[src/rtl/mod_n_counter.sv]
`default_nettype none
// ============================================================================
// Module   : mod_n_counter
// Purpose  : Runtime-modulus up/down counter advanced by a one-cycle tick,
//            with clamped synchronous load, registered wrap pulse and a
//            combinational terminal-count flag. Stages cascade by feeding
//            wrap_pulse of one stage into tick of the next.
// Options  : MOD_N_COUNTER_HEX_EN adds hex_seg, an active-low seven-segment
//            decode of cur_value[3:0] (segments a..g on bits 0..6).
// Revision : 1.0 - initial release
// ============================================================================
module mod_n_counter #(
  parameter int unsigned WIDTH       = 4,
  parameter int unsigned RESET_VALUE = 0
) (
  input  logic             clk,
  input  logic             resetn,
  input  logic             tick,
  input  logic             up_down,
  input  logic [WIDTH-1:0] mod_value,
  input  logic             load,
  input  logic [WIDTH-1:0] load_value,
  output logic [WIDTH-1:0] cur_value,
  output logic             wrap_pulse,
  output logic             at_terminal
`ifdef MOD_N_COUNTER_HEX_EN
  ,
  output logic [6:0]       hex_seg
`endif
);

  localparam logic [WIDTH-1:0] C_RESET = RESET_VALUE[WIDTH-1:0];

  logic [WIDTH-1:0] cur_value_q, cur_value_d;
  logic             wrap_pulse_q, wrap_pulse_d;
  logic [WIDTH-1:0] w_m_max;
  logic             w_out_of_range;

  // Largest legal count M-1; a modulus of 0 behaves as a modulus of 1.
  assign w_m_max        = (mod_value == '0) ? '0 : (mod_value - WIDTH'(1));
  assign w_out_of_range = (cur_value_q > w_m_max);

  assign cur_value  = cur_value_q;
  assign wrap_pulse = wrap_pulse_q;

  // Terminal is direction-dependent; any out-of-range count also counts as terminal.
  assign at_terminal = w_out_of_range |
                       (up_down ? (cur_value_q == w_m_max) : (cur_value_q == '0));

  // Next-state selection: load beats tick beats hold; wrap only on a wrapping tick.
  always_comb begin
    cur_value_d  = cur_value_q;
    wrap_pulse_d = 1'b0;
    if (load) begin
      cur_value_d = (load_value > w_m_max) ? w_m_max : load_value;
    end else if (tick) begin
      if (up_down) begin
        if (cur_value_q >= w_m_max) begin
          cur_value_d  = '0;
          wrap_pulse_d = 1'b1;
        end else begin
          cur_value_d  = cur_value_q + WIDTH'(1);
        end
      end else begin
        if ((cur_value_q == '0) || w_out_of_range) begin
          cur_value_d  = w_m_max;
          wrap_pulse_d = 1'b1;
        end else begin
          cur_value_d  = cur_value_q - WIDTH'(1);
        end
      end
    end
  end

  // Count and wrap registers, cleared asynchronously by resetn.
  always_ff @(posedge clk or negedge resetn) begin
    if (!resetn) begin
      cur_value_q  <= C_RESET;
      wrap_pulse_q <= 1'b0;
    end else begin
      cur_value_q  <= cur_value_d;
      wrap_pulse_q <= wrap_pulse_d;
    end
  end

`ifdef MOD_N_COUNTER_HEX_EN
  logic [3:0] w_nibble;

  if (WIDTH >= 4) begin : g_nib_wide
    assign w_nibble = cur_value_q[3:0];
  end else begin : g_nib_narrow
    assign w_nibble = {{(4 - WIDTH){1'b0}}, cur_value_q};
  end

  // Active-low seven-segment decode, bit 0 = segment a ... bit 6 = segment g.
  always_comb begin
    hex_seg = 7'b1111111;
    case (w_nibble)
      4'h0: hex_seg = 7'b1000000;
      4'h1: hex_seg = 7'b1111001;
      4'h2: hex_seg = 7'b0100100;
      4'h3: hex_seg = 7'b0110000;
      4'h4: hex_seg = 7'b0011001;
      4'h5: hex_seg = 7'b0010010;
      4'h6: hex_seg = 7'b0000010;
      4'h7: hex_seg = 7'b1111000;
      4'h8: hex_seg = 7'b0000000;
      4'h9: hex_seg = 7'b0010000;
      4'hA: hex_seg = 7'b0001000;
      4'hB: hex_seg = 7'b0000011;
      4'hC: hex_seg = 7'b1000110;
      4'hD: hex_seg = 7'b0100001;
      4'hE: hex_seg = 7'b0000110;
      4'hF: hex_seg = 7'b0001110;
      default: hex_seg = 7'b1111111;
    endcase
  end
`endif

endmodule
`default_nettype wire

[config.mk]
export PLATFORM = sky130hd
export DESIGN_NAME = mod_n_counter
export DESIGN_NICKNAME = d
export VERILOG_FILES = /design/src/rtl/mod_n_counter.sv
export SDC_FILE = /design/constraint.sdc
export NUM_CORES = 1
export LEC_CHECK = 0
export CAP_MARGIN = 20
export CORE_ASPECT_RATIO = 1.2
export CORE_UTILIZATION = 45
export DETAILED_ROUTE_END_ITERATION = 8
export GPL_TIMING_DRIVEN = 0
export PLACE_DENSITY = 0.77
export RECOVER_POWER = 100
export SLEW_MARGIN = 20
export SYNTH_ARGS = -nofsm -noshare
export SYNTH_HDL_FRONTEND = slang
export SYNTH_SLANG_ARGS = --single-unit
[constraint.sdc]
create_clock -name clk -period 5.95 [get_ports clk]
set_clock_uncertainty 0.2 [all_clocks]
set_input_delay 1.785 -clock clk [delete_from_list [all_inputs] [get_ports clk]]
set_output_delay 1.785 -clock clk [all_outputs]
set_load 0.01 [all_outputs]
==> results.yml, run 1 <==
floorplan:
  start_util: 0.474
  die_w_um: 39.7
  die_area_mm2: 0.00188
  io_pins: 19
  core-area_mm2: 0.00162
  die_h_um: 47.3
  rows: 16
synthesis:
  yosysWarnings: 0
  synth_edf_count: 0
  synthCells: 94
  synth.cell_area_um2: 768
  synth_nets: 117
  yosysUniqueCellTypes: 40
  synth_seq_cells: 5
  synth.largest_area_cell: "dfrtp_1"
  synth_top_flop_cell: "dfrtp_1"
  synthTopCellsByCount: "ha_1 (10), inv_1 (9), nor2_1 (7)"
  yosysMostFrequentCell: "ha_1"
  synthesis.area_per_instance_um2: 8.17
  synthTopCellsByArea: "dfrtp_1 (16%), ha_1 (16%), mux2i_1 (6.5%)"
  async_flop_share: 1.00
  ys_seq_area_frac: 0.163
  synth_top_area_share: 0.163
critical_path:
  cp-end-kind: "primary output"
  cp-start-kind: "input port"
  cp-startpoint: "mod_value[0]"
  arrival_ns: 3.74
  path_class: "in2out"
  critical_path_peak_fanout: 5
  cp.required_ns: 3.96
  reg2reg_from: "cur_value[0]$_DFFE_PN0P_"
sta:
  tightest_slew_ns: 0.464
  fin_crit_ns: 5.73
  max_slew_margin: 0.691
  rsz0062_at_grt: "false"
  fin_crit_sh: 0.963
  fmax_ghz: 0.175
  tns_ns: 0
  finalHoldViolCount: 0
  setup_viol: 0
  drv_slew: 0
  worst_slack_ns: 0.220
grt:
  antenna_found_initial: 0
  grt_first_pass_wirelength_um: 3210
  gr-total-overflow: 0
  grt.busiest_layer: "met2"
  grt_max_degree: 11
  met3_usage: 0.0284
  grt_pass1_vias: 761
  track_usage: 0.242
  use_met2: 0.479
  met1_usage: 0.284
clock_network:
  root_buffer: "clkbuf_4"
  cts_buffers: 3
  clock-sinks: 5
  cts.path.max_buffers: 2
  h-tree-depth: 1
  cts.clk_slew.worst_paths_ns: 0.04
  clock_latency_ns: 0.24
  cts_tree: "done"
place:
  placed_area_um2: 951
  dpl.hpwl_um: 1510
  post-place-ws_ns: -0.507
  port_buffers: 16
  place.gp.congestion: 0.807
layout:
  final.fill_count: 154
  layout.nets: 142
  drive_gt1_frac: 0.119
  multi_input_area_um2: 608
  fin_util: 0.626
  antenna_cells: 0
  syn_to_final_growth_pct: 32.1
  register_area_um2: 125
  fin_area_mm2: 0.00101
min_path:
  min_from: "cur_value[0]$_DFFE_PN0P_"
  hold_class: "reg2reg"
route:
  drc: 0
  dr.pass1.iters: 4
  ant_nets: 0
  wl_per_cell_um: 14.9
  vias_per_cell: 6.01
  drt_wl_total_um: 2020
  dr_total_vias: 817
  drt_iter0_markers: 18
pwr:
  powerDensity_mw_per_mm2: 245
  leakage_nw: 0.471
  total_power_w: 0.000248
  worst_ir_drop_vdd_mv: 0.167
run_status:
  outcome: "complete, no violations"
run:
  cap_violations: 0
[registers in the layout (all words and copies together), names as in the netlist]
register / count
cur_value: 4
wrap_pulse: 1
[routing by layer]
layer  part of all wire  wire length [µm]
met1               0.40               809
met5                  0                 0
met3              0.037                74
met2               0.56              1140
met4                  0                 0
[layout by cell type (no fill, tap or decap), types with 3 or more instances in the layout]
cell type        synthesis  final
inv_1                    9      9
nor2_1                   7      7
ha_1                    10     10
nand3_1                  3      3
dlygate4sd3_1            0      6
mux2i_1                  5      5
clkdlybuf4s50_1          0      6
dfrtp_1                  5      5
nor3b_1                  3      3
clkbuf_4                 0      3
nor3_1                   5      5
clkbuf_1                 3      7
a21oi_1                  5      4
[stage by stage]
stage | cells | hold slack (ns)
global route | 136 | 0.614
floorplan | 94 | 0.530
finish | 136 | 0.558
global placement | 128 | 0.545
CTS | 136 | 0.556
detailed placement | 128 | 0.549
[final cells by class]
cell class / instances / area share
Tap cell: 18 / 0.0222
Clock buffer: 4 / 0.0259
Timing Repair Buffer: 20 / 0.174
Sequential cell: 5 / 0.123
Inverter: 9 / 0.0333
Multi-Input combinational cell: 76 / 0.599
Buffer: 4 / 0.0222
[worst max-delay path: stages]
cell,delay [ns]
dlygate4sd2_1,0.30
or2_2,0.34
o21a_1,0.21
ha_1,0.29
nor2b_1,0.13
o211a_1,0.25
o21ai_2,0.16
o211ai_1,0.11
clkbuf_1,0.15
[where the power goes]
| part | switching [W] | internal, W | total, W |
|---|---|---|---|
| sequential | 0.0000120 | 0.0000412 | 0.0000532 |
| clock | 0.0000136 | 0.0000253 | 0.0000390 |
| combinational | 0.0000795 | 0.0000765 | 0.000156 |
| total | 0.000105 | 0.000143 | 0.000248 |
[repair_timing]
action | 4_1_cts | 5_1_grt
endpoints found under the setup margin | 1 | 1
buffers inserted | 4 | 0
hold buffers | 0 | 0
resized for setup | 6 | 6
pin swaps | 3 | 0
[kinds of logic after synthesis]
logic type | count (synthesis) | synth area share
and+or+nand+nor | 32 | 0.241
AOI/OAI and AO/OA | 25 | 0.246
buffers and inverters | 13 | 0.0733
adders and majority gates | 10 | 0.163
muxes | 6 | 0.0798
DFF | 5 | 0.163
xor gates and xnor gates | 3 | 0.0342
[path summary, 6_finish.rpt]
path	endpoint	slack (ns)	cells past startpoint
worst max-delay path	at_terminal	0.22	9
worst min-delay path	cur_value[0]$_DFFE_PN0P_	0.56	2
worst max register to register	cur_value[1]$_DFFE_PN0P_	3.32	8
worst min register to register	cur_value[0]$_DFFE_PN0P_	0.56	2
max in group asynchronous	cur_value[1]$_DFFE_PN0P_	3.71	1
min in group asynchronous	cur_value[2]$_DFFE_PN0P_	1.64	1
Power figures use the tool's default switching activity.
==> run 2: changes to the inputs <==
PLACE_DENSITY = 0.8   (was 0.77)
clock period = 7.3 ns   (was 5.95 ns; I/O delays follow)
==> run 2 against run 1 <==
Compared with the run above:
- first-iteration DRC count fell by 33%
- combinational power fell by 21%
- final area fell by 2.2%
- flip-flop and latch count did not move
- clock power fell by 18%
- critical path type unchanged
- largest power group unchanged
- highest routed layer unchanged
==> results.yml, run 2 (synthesized netlist as in run 1, its figures left out) <==
run_status:
  outcome: "complete, no violations"
layout:
  layout_common_cells: "ha_1 (10), inv_1 (9), clkdlybuf4s50_1 (9)"
  fin_util: 0.612
  antenna_cells: 0
  drive_gt1_frac: 0.0948
  layout.nets: 140
  syn_to_final_growth_pct: 29.2
  largest_reg_flops: 4
  layout_commonest_cell: "ha_1"
clock_network:
  clock_latency_ns: 0.24
  cts.path.max_buffers: 2
  clock-sinks: 5
  h-tree-depth: 1
  cts.clk_slew.worst_paths_ns: 0.04
  cts_buffers: 3
  ctsHoldBuffers: 0
  root_buffer: "clkbuf_4"
  cts_tree: "done"
pwr:
  powerDensity_mw_per_mm2: 201
  leakage_nw: 0.461
  worst_ir_drop_vdd_mv: 0.182
floorplan:
  start_util: 0.474
  die_area_mm2: 0.00188
  die_h_um: 47.3
  io_pins: 19
  core-area_mm2: 0.00162
  rows: 16
  die_w_um: 39.7
grt:
  track_usage: 0.210
  antenna_found_initial: 0
  grt_max_degree: 11
  grt_pass1_vias: 643
  gr-total-overflow: 0
  grt_first_pass_wirelength_um: 2800
critical_path:
  cp-start-kind: "input port"
  crit_family: "compound AO/OA/AOI/OAI gates"
  cpPeakStageDelay_ns: 0.47
  path_class: "in2out"
  worst-path-buf-inv: 2
  cp-end-kind: "primary output"
  path_cells: "clkdlybuf4s50_1, or2_2, o21a_1, ha_1, nor2b_1, o211a_1, o21ai_0, o211ai_1, dlymetal6s2s_1"
  cp_slowest_cell: "clkdlybuf4s50_1"
  critical_path_peak_fanout: 7
  arrival_ns: 4.62
  cp.required_ns: 4.91
place:
  place.gp.congestion: 0.844
  post-place-ws_ns: 0.0206
  port_buffers: 16
  dpl.hpwl_um: 1390
sta:
  rsz0062_at_grt: "false"
  drv_slew: 0
  setup_viol: 0
  worst_slack_ns: 0.287
  max_slew_margin: 0.602
  finalHoldViolCount: 0
  tightest_slew_ns: 0.592
  fin_crit_ns: 7.01
  whs_ns: 0.561
  fmax_ghz: 0.143
  fin_crit_sh: 0.961
  tns_ns: 0
route:
  highest_layer: "met3"
  ant_nets: 0
  dr_total_vias: 770
  wl_met3_um: 56
  wl_per_cell_um: 12.9
  vias_per_cell: 5.75
  drt_iter0_markers: 12
  drt_wl_total_um: 1730
  dr.pass1.iters: 4
  drc: 0
  wl_met1_um: 841
  route.met2.wl_um: 835
run:
  cap_violations: 0
min_path:
  hold_class: "reg2reg"
==> run 2: final timing paths <==
check | start | end | slack (ns) | depth (start not counted)
min in group asynchronous | resetn | cur_value[2]$_DFFE_PN0P_ | 2.04 | 1
setup reg to reg | cur_value[1]$_DFFE_PN0P_ | cur_value[1]$_DFFE_PN0P_ | 4.84 | 6
hold / removal | cur_value[0]$_DFFE_PN0P_ | cur_value[0]$_DFFE_PN0P_ | 0.56 | 2
max in group asynchronous | resetn | cur_value[1]$_DFFE_PN0P_ | 4.66 | 1
setup / recovery | mod_value[0] | at_terminal | 0.29 | 9
hold reg to reg | cur_value[0]$_DFFE_PN0P_ | cur_value[0]$_DFFE_PN0P_ | 0.56 | 2
==> run 2: area by class of cell <==
| cell class | count | area [µm²] |
|---|---|---|
| clock buffers | 4 | 26.3 |
| repair buffers | 18 | 178 |
| inverters | 9 | 33.8 |
| fillers | 152 | 629 |
| plain buffers | 4 | 22.5 |
| well taps | 18 | 22.5 |
| flip-flops and latches | 5 | 125 |
| multi-input cells | 76 | 584 |
==> run 2: layer usage <==
layer	GRT usage	up-vias
met3	0.0427	0
met5	0	-
met2	0.344	20
met1	0.295	347
li1	-	403
met4	0.0138	0
==> run 2: power breakdown <==
group	internal [W]	switching [W]	total, W
Sequential	0.0000336	0.00000929	0.0000428
Combinational	0.0000631	0.0000612	0.000124
Clock	0.0000207	0.0000112	0.0000319
==> run 2: metrics by stage <==
step / power [W] / std cells / instance area (µm²)
after floorplan: 0.000127 / 94 / 768
after global placement: 0.000166 / 128 / 951
after detailed placement: 0.000169 / 128 / 951
after CTS: 0.000202 / 132 / 977
after global routing: 0.000220 / 134 / 992
final: 0.000199 / 134 / 992
==> run 2: timing repair <==
action,in CTS,in global routing
buffers inserted,0,2
gates resized for setup,0,4
setup endpoints to repair,0,1
==> run 2: worst reg2reg max path: stages, from the launching register on <==
cell	delay, ns
dfrtp_1	0.45
ha_1	0.34
nor2b_1	0.14
o211a_1	0.28
o22ai_1	0.33
mux2_1	0.37
a211o_1	0.23
==> run 3: changes to the inputs <==
CTS_BUF_LIST = sky130_fd_sc_hd__clkbuf_2   (was default)
==> run 3 against run 2 <==
Compared with the run above:
- sequential power about the same
- non-clock buffer count stayed put
- maximum frequency is essentially flat
- combinational power about the same
- total power down 2.9%
- cell count unchanged
- setup slack better by 0.0016 ns
- flip-flop and latch count stayed put
- first-iteration DRC count is 42% higher
- register-to-register slack about the same
- utilization shrank 0.39 points
- critical endpoint unchanged
==> results.yml, run 3 (synthesized netlist as in run 1, its figures left out) <==
floorplan:
  io_pins: 19
  die_w_um: 39.7
  rows: 16
  die_h_um: 47.3
  core-area_mm2: 0.00162
  die_area_mm2: 0.00188
  start_util: 0.474
pwr:
  worst_ir_drop_vdd_mv: 0.162
  total_power_w: 0.000193
  leakage_nw: 0.463
  powerDensity_mw_per_mm2: 196
sta:
  rsz0062_at_grt: "false"
  tns_ns: 0
  tightest_slew_ns: 0.598
  fin_crit_sh: 0.960
  worst_slack_ns: 0.289
  drv_slew: 0
  fin_crit_ns: 7.01
  finalHoldViolCount: 0
  fmax_ghz: 0.143
  setup_viol: 0
  max_slew_margin: 0.598
clock_network:
  root_buffer: "clkbuf_2"
  clock_latency_ns: 0.22
  h-tree-depth: 1
  clock-sinks: 5
  cts_tree: "done"
  cts_buffers: 3
  cts.path.max_buffers: 2
  cts.clk_slew.worst_paths_ns: 0.05
route:
  dr.pass1.iters: 4
  vias_per_cell: 5.73
  dr_total_vias: 768
  ant_nets: 0
  drt_wl_total_um: 1710
  wl_per_cell_um: 12.8
  drt_iter0_markers: 17
  drc: 0
grt:
  gr-total-overflow: 0
  track_usage: 0.210
  antenna_found_initial: 0
  met3_usage: 0.0427
  grt_first_pass_wirelength_um: 2790
  use_met2: 0.334
  met1_usage: 0.295
  grt_max_degree: 11
  grt_pass1_vias: 644
  grt.busiest_layer: "met2"
place:
  post-place-ws_ns: 0.0206
  port_buffers: 16
  place.gp.congestion: 0.844
  dpl.hpwl_um: 1390
critical_path:
  cpPeakStageDelay_ns: 0.47
  critical_path_peak_fanout: 7
  cp_slowest_cell: "clkdlybuf4s50_1"
  path_class: "in2out"
  cp.required_ns: 4.91
  cp-end-kind: "primary output"
  path_cells: "clkdlybuf4s50_1, or2_2, o21a_1, ha_1, nor2b_1, o211a_1, o21ai_0, o211ai_1, dlymetal6s2s_1"
  arrival_ns: 4.62
  cp-start-kind: "input port"
layout:
  drive_gt1_frac: 0.103
  syn_to_final_growth_pct: 28.3
  antenna_cells: 0
  largest_reg_flops: 4
  layout_common_cells: "ha_1 (10), inv_1 (9), clkdlybuf4s50_1 (9)"
  layout_commonest_cell: "ha_1"
  layout.nets: 140
  final.fill_count: 153
run_status:
  outcome: "complete, no violations"
run:
  cap_violations: 0
min_path:
  hold_class: "reg2reg"
## run 3: cell counts in the layout (fill, tap and decap cells not counted)
Identical to the previous run, type by type.
## run 3: power breakdown
| group | internal [W] | switching, W | leakage, nW | total, W |
|---|---|---|---|---|
| clock | 0.0000145 | 0.0000118 | 0.0166 | 0.0000263 |
| combinational | 0.0000631 | 0.0000610 | 0.385 | 0.000124 |
| sequential | 0.0000335 | 0.00000927 | 0.0615 | 0.0000427 |
## run 3: layout make-up
| class | instances | area [µm²] | share of cell area |
|---|---|---|---|
| timing repair buffer | 18 | 178 | 0.180 |
| inverter | 9 | 33.8 | 0.0343 |
| clock buffer | 4 | 20.0 | 0.0203 |
| multi-input combinational | 76 | 584 | 0.593 |
| sequential | 5 | 125 | 0.127 |
| buffer | 4 | 22.5 | 0.0228 |
| tap | 18 | 22.5 | 0.0228 |
## run 3: final timing paths
check                                    startpoint                  endpoint  slack, ns  depth (start not counted)
setup / recovery                       mod_value[0]               at_terminal       0.29                          9
hold / removal             cur_value[0]$_DFFE_PN0P_  cur_value[0]$_DFFE_PN0P_       0.56                          2
setup reg to reg           cur_value[1]$_DFFE_PN0P_  cur_value[1]$_DFFE_PN0P_       4.83                          6
hold reg to reg            cur_value[0]$_DFFE_PN0P_  cur_value[0]$_DFFE_PN0P_       0.56                          2
max in group asynchronous                    resetn  cur_value[1]$_DFFE_PN0P_       4.65                          1
min in group asynchronous                    resetn      wrap_pulse$_DFF_PN0_       2.06                          1
## run 3: critical path, delay by kind of cell
family | cells | cell delay (ns)
AOI/OAI and AO/OA | 4 | 0.97
adders and majority gates | 1 | 0.31
buffers and inverters | 2 | 0.67
and+or+nand+nor | 2 | 0.48
## run 3: stage by stage
| stage | instance area (µm²) | util | hold WS [ns] | cells |
|---|---|---|---|---|
| floorplan | 768 | - | 0.530 | 94 |
| CTS | 971 | 0.599 | 0.566 | 132 |
| finish | 986 | 0.608 | 0.565 | 134 |
| global placement | 951 | 0.586 | 0.546 | 128 |
| detailed placement | 951 | 0.586 | 0.557 | 128 |
| global route | 986 | 0.608 | 0.607 | 134 |
## run 3: repair_timing
| action | in CTS | in global routing |
|---|---|---|
| setup buffers | 0 | 2 |
| endpoints found under the setup margin | 0 | 1 |
| hold buffers | 0 | 0 |
| hold endpoints to repair | 0 | 0 |
| gates resized for setup | 0 | 4 |
## run 3: layer usage
| layer | part of all wire | wire length, µm | vias to the layer above |
|---|---|---|---|
| met5 | 0 | 0 | - |
| met4 | 0 | 0 | 0 |
| met3 | 0.035 | 59 | 0 |
| met2 | 0.47 | 808 | 22 |
| met1 | 0.49 | 841 | 344 |
| li1 | - | - | 402 |
